$ cat config.mk
export PLATFORM = sky130hd
export DESIGN_NAME = picosoc_iomem_display
export DESIGN_NICKNAME = d
export VERILOG_FILES = /design/src/rtl/picosoc_iomem_display.sv
export SDC_FILE = /design/constraint.sdc
export NUM_CORES = 1
export LEC_CHECK = 0
export ABC_CLOCK_PERIOD_IN_PS = 2590
export BUFFER_PORTS_ARGS = -buffer_cell sky130_fd_sc_hd__buf_2
export CAP_MARGIN = 20
export CORE_ASPECT_RATIO = 0.6
export CORE_MARGIN = 2
export CORE_UTILIZATION = 52
export DETAILED_ROUTE_END_ITERATION = 8
export PLACE_DENSITY = 0.8
export SYNTH_ARGS = -nofsm -noshare
export SYNTH_HDL_FRONTEND = slang
export SYNTH_SLANG_ARGS = --single-unit
$ cat constraint.sdc
create_clock -name clk -period 2.59 [get_ports clk]
set_input_delay 0.259 -clock clk [delete_from_list [all_inputs] [get_ports clk]]
set_output_delay 0.259 -clock clk [all_outputs]
set_load 0.005 [all_outputs]
$ cat src/rtl/picosoc_iomem_display.sv
// picosoc_iomem_display: GPIO register on the PicoSoC iomem bus, driving
// a 4-digit multiplexed common-cathode seven-segment display, debug LEDs
// and the onboard LED. Reads return the second toggle and the up_down switch.
module picosoc_iomem_display #(
    parameter logic [23:0] SEC_RELOAD     = 24'hF423FF,
    parameter logic [23:0] REFRESH_RELOAD = 24'h000F00,
    parameter logic [7:0]  GPIO_PAGE      = 8'h03,
    parameter logic [7:0]  NULL_PAGE      = 8'h04
) (
    input  logic        clk,
    input  logic        resetn,
    input  logic        iomem_valid,
    output logic        iomem_ready,
    input  logic [3:0]  iomem_wstrb,
    input  logic [31:0] iomem_addr,
    input  logic [31:0] iomem_wdata,
    output logic [31:0] iomem_rdata,
    input  logic        up_down,
    output logic [3:0]  dbg,
    output logic        user_led,
    output logic [3:0]  comm,
    output logic [6:0]  seg
);

    logic [31:0] r_gpio;
    logic        r_ready;
    logic [31:0] r_rdata;
    logic [23:0] r_sec_cnt;
    logic        r_sec_toggle;
    logic [23:0] r_ref_cnt;
    logic [1:0]  r_dd;

    logic [7:0]  w_page;
    logic        w_unused;
    logic [3:0]  w_digit;
    logic [3:0]  w_comm;
    logic [6:0]  w_seg;

    // Only the page byte of the address takes part in decode.
    assign w_page   = iomem_addr[31:24];
    assign w_unused = ^iomem_addr[23:0];

    // Bus slave: one-cycle acknowledge, byte-strobed GPIO write, registered read data.
    always_ff @(posedge clk or negedge resetn) begin
        if (!resetn) begin
            r_gpio  <= '0;
            r_ready <= 1'b0;
            r_rdata <= '0;
        end else if (r_ready) begin
            r_ready <= 1'b0;
        end else if (iomem_valid) begin
            if (w_page == GPIO_PAGE) begin
                r_ready <= 1'b1;
                r_rdata <= {30'b0, up_down, r_sec_toggle};
                for (int i = 0; i < 4; i++) begin
                    if (iomem_wstrb[i]) begin
                        r_gpio[i*8 +: 8] <= iomem_wdata[i*8 +: 8];
                    end
                end
            end else if (w_page == NULL_PAGE) begin
                r_ready <= 1'b1;
                r_rdata <= '0;
            end
        end
    end

    // Second timer: down-counter, toggles the status bit on terminal count.
    always_ff @(posedge clk or negedge resetn) begin
        if (!resetn) begin
            r_sec_cnt    <= SEC_RELOAD;
            r_sec_toggle <= 1'b1;
        end else if (r_sec_cnt == 24'd0) begin
            r_sec_cnt    <= SEC_RELOAD;
            r_sec_toggle <= ~r_sec_toggle;
        end else begin
            r_sec_cnt <= r_sec_cnt - 24'd1;
        end
    end

    // Refresh timer: down-counter, steps the digit index 3->2->1->0->3 as a clock enable.
    always_ff @(posedge clk or negedge resetn) begin
        if (!resetn) begin
            r_ref_cnt <= REFRESH_RELOAD;
            r_dd      <= 2'd3;
        end else if (r_ref_cnt == 24'd0) begin
            r_ref_cnt <= REFRESH_RELOAD;
            r_dd      <= r_dd - 2'd1;
        end else begin
            r_ref_cnt <= r_ref_cnt - 24'd1;
        end
    end

    // Digit select: dd=0 shows the most significant nibble on the rightmost cathode.
    always_comb begin
        w_comm  = 4'b0111;
        w_digit = r_gpio[3:0];
        case (r_dd)
            2'd0: begin w_comm = 4'b1110; w_digit = r_gpio[15:12]; end
            2'd1: begin w_comm = 4'b1101; w_digit = r_gpio[11:8];  end
            2'd2: begin w_comm = 4'b1011; w_digit = r_gpio[7:4];   end
            default: begin w_comm = 4'b0111; w_digit = r_gpio[3:0]; end
        endcase
    end

    // Segment decode for a display mounted upside-down (bit 6=g .. bit 0=a).
    always_comb begin
        w_seg = 7'b0111111;
        case (w_digit)
            4'h0: w_seg = 7'b0111111;
            4'h1: w_seg = 7'b0110000;
            4'h2: w_seg = 7'b1011011;
            4'h3: w_seg = 7'b1111001;
            4'h4: w_seg = 7'b1110100;
            4'h5: w_seg = 7'b1101101;
            4'h6: w_seg = 7'b1101111;
            4'h7: w_seg = 7'b0111000;
            4'h8: w_seg = 7'b1111111;
            4'h9: w_seg = 7'b1111100;
            4'hA: w_seg = 7'b1111110;
            4'hB: w_seg = 7'b1100111;
            4'hC: w_seg = 7'b0001111;
            4'hD: w_seg = 7'b1110011;
            4'hE: w_seg = 7'b1001111;
            4'hF: w_seg = 7'b1001110;
            default: w_seg = 7'b0111111;
        endcase
    end

    assign iomem_ready = r_ready;
    assign iomem_rdata = r_rdata;
    assign dbg         = r_gpio[31:28];
    assign user_led    = r_gpio[4];
    assign comm        = w_comm;
    assign seg         = w_seg;

endmodule

# [Yosys cells after proc, flatten, opt, wreduce, memory -nomap -nowiden]
# Memories as Yosys holds them, arrays and structs flattened.
# Index checks and enable logic that the tools add are counted.
[classes] eq_ne=4 reduce_logical=8 bitwise=2 add_sub_neg=3 n_mux=10
[ops] cell="$mux W32" count=2
[ops] cell="$logic_not A24 Y1" count=2
[ops] cell="$mux W24" count=2
[ops] cell="$sub A24 B1 Y24 const B" count=2
[ops] cell="$pmux W4 S3" count=2
[ops] cell="$reduce_and A4 Y1" count=3
[ops] cell="$eq A8 B2 Y1 const B" count=1
[ops] cell="$eq A8 B3 Y1 const B" count=1
[ops] cell="$mux W1" count=4
[ops] cell="$reduce_and A3 Y1" count=1
[ops] cell="$eq A2 B1 Y1 const B" count=1
[ops] cell="$eq A2 B2 Y1 const B" count=1
[ops] cell="$logic_not A2 Y1" count=1
[ops] cell="$not A1 Y1" count=2
[ops] cell="$reduce_bool A2 Y1" count=1
[ops] cell="$sub A2 B1 Y2 const B" count=1
[totals] mem_bits_ro=112 n_memories=1 inputBits=72 reg_bits=108 output_inout_bits=49
[memory_table] memory="(no name shown)" depth=16 word_bits=7 rd=1 rd_clocked_by_memory_dff=0 wr=0 line="108" source="case (w_digit)"

# [Longest topological paths before layout]
[logic_depth] depth_word=5 depth_mapped=9 mapped_depth_nobuf=9

# [Least setup slack after synthesis]
# OpenSTA, ideal clock, no wires.
[synth_path] kind="reg2out" start="register r_dd[0]" end="output port seg[0]" t_required_ns=2.331 setup_slack_ns=0.258 arrival_time_ns=2.073 path_buffers=0 stages_incl_launch_ff=10 path_cell_list="dfstp_2 inv_1 ha_1 a22oi_1 o2bb2ai_1 inv_1 ha_1 nor2_1 a21oi_1 o21ai_0"
[synth_between] elab_chain_len=3 word_cells_on_any_way=5 classes_between="2 x eq/ne; 1 x mux; 1 x reduce/logical; 1 x memory"
[synth_lines] element="from (decl)" line="31" source="logic [1:0] r_dd;"
[synth_lines] element="from (signal assigned)" line="87" source="r_dd <= r_dd - 2'd1;"
[synth_lines] element="$eq A2 B2 Y1, or another cell as far along" line="97" source="case (r_dd)"
[synth_lines] element="$pmux W4 S3 *" line="97"
[synth_lines] element="$mem_v2 Z16 W7 *"
[synth_lines] element="to (decl)" line="22" source="output logic [6:0] seg"
# Every way passes the cells marked *; elsewhere a longest branch is shown, timed or not.

# [Final worst setup path]
# Same ends and word-level chain as after synthesis.

==> results by group <==
Final layout
  • Final std cells w/o fill: 563
  • Layout Nets: 540
  • Layout area overhead: 18.9%
  • # diodes: 0
  • Layout cells sized above 1: 0.349
  • Fill count: 579

Synth
  • Unique masters post-synth: 55
  • Netlist area before placement: 4080 sq um
  • Post-synthesis average cell area: 10.5 sq um
  • Post-synth EDFFs: 0
  • Cell type with the highest aggregate area in the netlist: dfrtp_1
  • Synth Register Bits: 74
  • Commonest cells in the netlist: 51 x dfrtp_1, 49 x nor2_1, 35 x buf_4
  • Synth Flop Type: dfrtp_1
  • Synth top area cells: dfrtp_1 31%, dfstp_2 15%, mux2_2 6.6%, buf_4 6.4%, xnor2_1 4.7%
  • Post-synth top area share: 0.313
  • Register area share after synthesis: 0.460
  • Top-count cell post-synth: dfrtp_1
  • Share of async-settable or async-resettable flops after synthesis: 1.00
  • Yosys warning total: 0
  • Syn Inst Count: 388

GRT
  • GRT Util Overall: 0.196
  • Total gr overflow: 0
  • First-pass GRT wire length: 13200 microns
  • Largest net degree at the start of global routing: 28
  • Vias in the first global route: 2844
  • Initial antenna violation count: 0

Clock network
  • Clk Tree Root Cell: clkbuf_16
  • Worst-path clk slew: 0.06 ns
  • CTS tree: built
  • H-Tree Depth: 3
  • CTS max path bufs: 2
  • Skew-Pair Late Insertion Delay: 0.34 ns
  • Clock sink count: 74
  • CTS Buf Count: 9

Power
  • Leakage: 0.00220 uW
  • VDD IR max: 0.430 mV
  • Power Dens Cells: 529 nW/um^2

Drt
  • Final ANT Viol Nets: 0
  • Avg WL per Cell: 15.4 microns
  • Vias: 3033
  • Routed Wire Length: 8670 microns
  • DR vias/cell: 5.39
  • Iteration-0 DRC Markers: 140
  • DRC Markers: 0
  • First-pass iteration count of the detailed router: 4

Setup path
  • Setup CP Type: reg2out
  • Reg-to-reg startpoint: r_ref_cnt[16]$_DFF_PN0_
  • Worst endpoint required time: 2.33 ns
  • CP max FO: 5
  • Reg2Reg Depth: 6
  • Startpoint types: register
  • Worst Setup End Kind: primary output
  • Crit path from: r_dd[0]$_DFFE_PN1N_
  • Crit path DAT: 2.63 ns

Timing
  • Setup ws final: -0.303 ns
  • Fin. max-slew vios: 0
  • Final period util: 1.12
  • TNS Setup: -1.61 ns
  • Worst slew margin: 0.576
  • Setup violations, final: 7
  • Max Clock Freq: 0.346 GHz
  • Fin. Hold Viols: 0
  • RSZ-0062 raised after global routing: true
  • Clock Skews: 0.00611 ns
  • Worst slew pin tran: 0.619 ns
  • Post-route minimum period: 2.89 ns

Floorplan
  • Die X: 118 microns
  • Initial Utilization: 0.548
  • Die area: 8600 sq um
  • I/O pin count: 121
  • Die height: 72.6 microns
  • Core outline area: 7450 sq um
  • # rows: 24

Placement
  • Inst Count DP: 538
  • Routability Congestion: 0.874
  • I/O Buffers: 53
  • Final HPWL DP: 5620 microns

Run status
  • Run status: complete, but fails checks
  • Failing checks: negative setup slack

Hold path
  • Hold Path Depth: 2
  • HP Start: iomem_wdata[28]
  • Worst min-delay path category: in2reg

Flow run
  • Maxcap violations: 0
==> per-stage QoR <==
| stage | cell area [sq um] | util | setup WS [ns] | hold slack [ns] | total power [uW] |
|---|---|---|---|---|---|
| floorplan | 4190 | - | 0.258 | -0.0366 | 1270 |
| global placement | 4340 | 0.582 | 0.105 | 0.272 | 1300 |
| detailed placement | 4340 | 0.582 | 0.0249 | 0.277 | 1300 |
| CTS | 4770 | 0.640 | -0.0946 | 0.140 | 2580 |
| global route | 4850 | 0.652 | -0.393 | 0.140 | 2650 |
| finish | 4850 | 0.652 | -0.303 | 0.148 | 2570 |
==> critical path, stage by stage, from the launching register on <==
cell and delay [ns]:
dfstp_2 0.58, inv_4 0.06, ha_4 0.17, a222oi_1 0.51
a21oi_4 0.16, ha_2 0.25, a211oi_1 0.23, a21oi_1 0.09
o21ai_1 0.10, buf_2 0.14
==> logic make-up after synthesis <==
family | Yosys count | share of synthesized area
other cells | 1 | 0.000918
compound gates | 44 | 0.0717
simple gates | 135 | 0.181
buf+inv | 56 | 0.0879
xor+xnor | 36 | 0.0790
flops | 74 | 0.460
mux | 28 | 0.0760
fa+ha+maj | 14 | 0.0429
==> final timing paths <==
path,to,slack (ns)
max,seg[0],-0.30
min,r_gpio[28]$_DFFE_PN0P_,0.15
max reg2reg,r_dd[1]$_DFFE_PN1N_,0.41
min reg2reg,r_sec_cnt[0]$_DFF_PN1_,0.46
max in group asynchronous,r_sec_cnt[23]$_DFF_PN1_,1.35
min in group asynchronous,r_ref_cnt[20]$_DFF_PN0_,0.45
==> final cells by class <==
cell class	count	area, sq um	area share
inverters	15	66.3	0.0137
well taps	104	130	0.0268
clock inverters	7	77.6	0.0160
flip-flops and latches	74	1880	0.387
repair buffers	67	389	0.0802
multi-input cells	287	2090	0.430
clock buffers	9	225	0.0464
==> registers in the layout (all words and copies together) (netlist names) <==
| signal | count |
|---|---|
| iomem_rdata | 2 |
| r_sec_cnt | 24 |
| r_dd | 2 |
| r_gpio | 20 |
| iomem_ready | 1 |
| r_ref_cnt | 24 |
| r_sec_toggle | 1 |
==> routing by layer <==
metal | vias up | part of all wire | global-route usage
li1 | 1428 | - | -
met1 | 1475 | 0.45 | 0.258
met2 | 111 | 0.47 | 0.311
met3 | 19 | 0.061 | 0.0602
met4 | 0 | 0.022 | 0.0741
met5 | - | 0 | 0
==> placed cells by master, fill, tap and decap left out, drive strengths merged, types with 2 or more instances in the layout <==
master,instances
inv,17
nand2b,6
a222oi,3
a211oi,2
a41oi,2
clkinv,3
ha,14
nor3,17
xnor2,23
nand4b,2
clkbuf,9
dfrtp,51
mux2,24
mux2i,4
nand4,3
nand3,2
conb,30
a22o,4
or4,7
and2,3
a21oi,13
buf,66
o31ai,2
nor4,14
a22oi,4
nor2,49
dfstp,23
xor2,13
o21ai,9
nor2b,2
nand2,19
==> report_power, final <==
group	internal, uW	switching [uW]	leakage [uW]
Sequential	1170	5.08	0.000929
Clock	753	512	0.000146
Combinational	54.0	74.3	0.00113
==> repair_timing <==
action / CTS / global route
hold endpoints to repair: 20 / 0
gates resized for setup: 17 / 18
hold buffers: 1 / 0
pin swaps: 7 / 4
setup endpoints to repair: 7 / 7
buffers inserted: 7 / 1
Note: power is estimated with default switching activity, not from simulation.
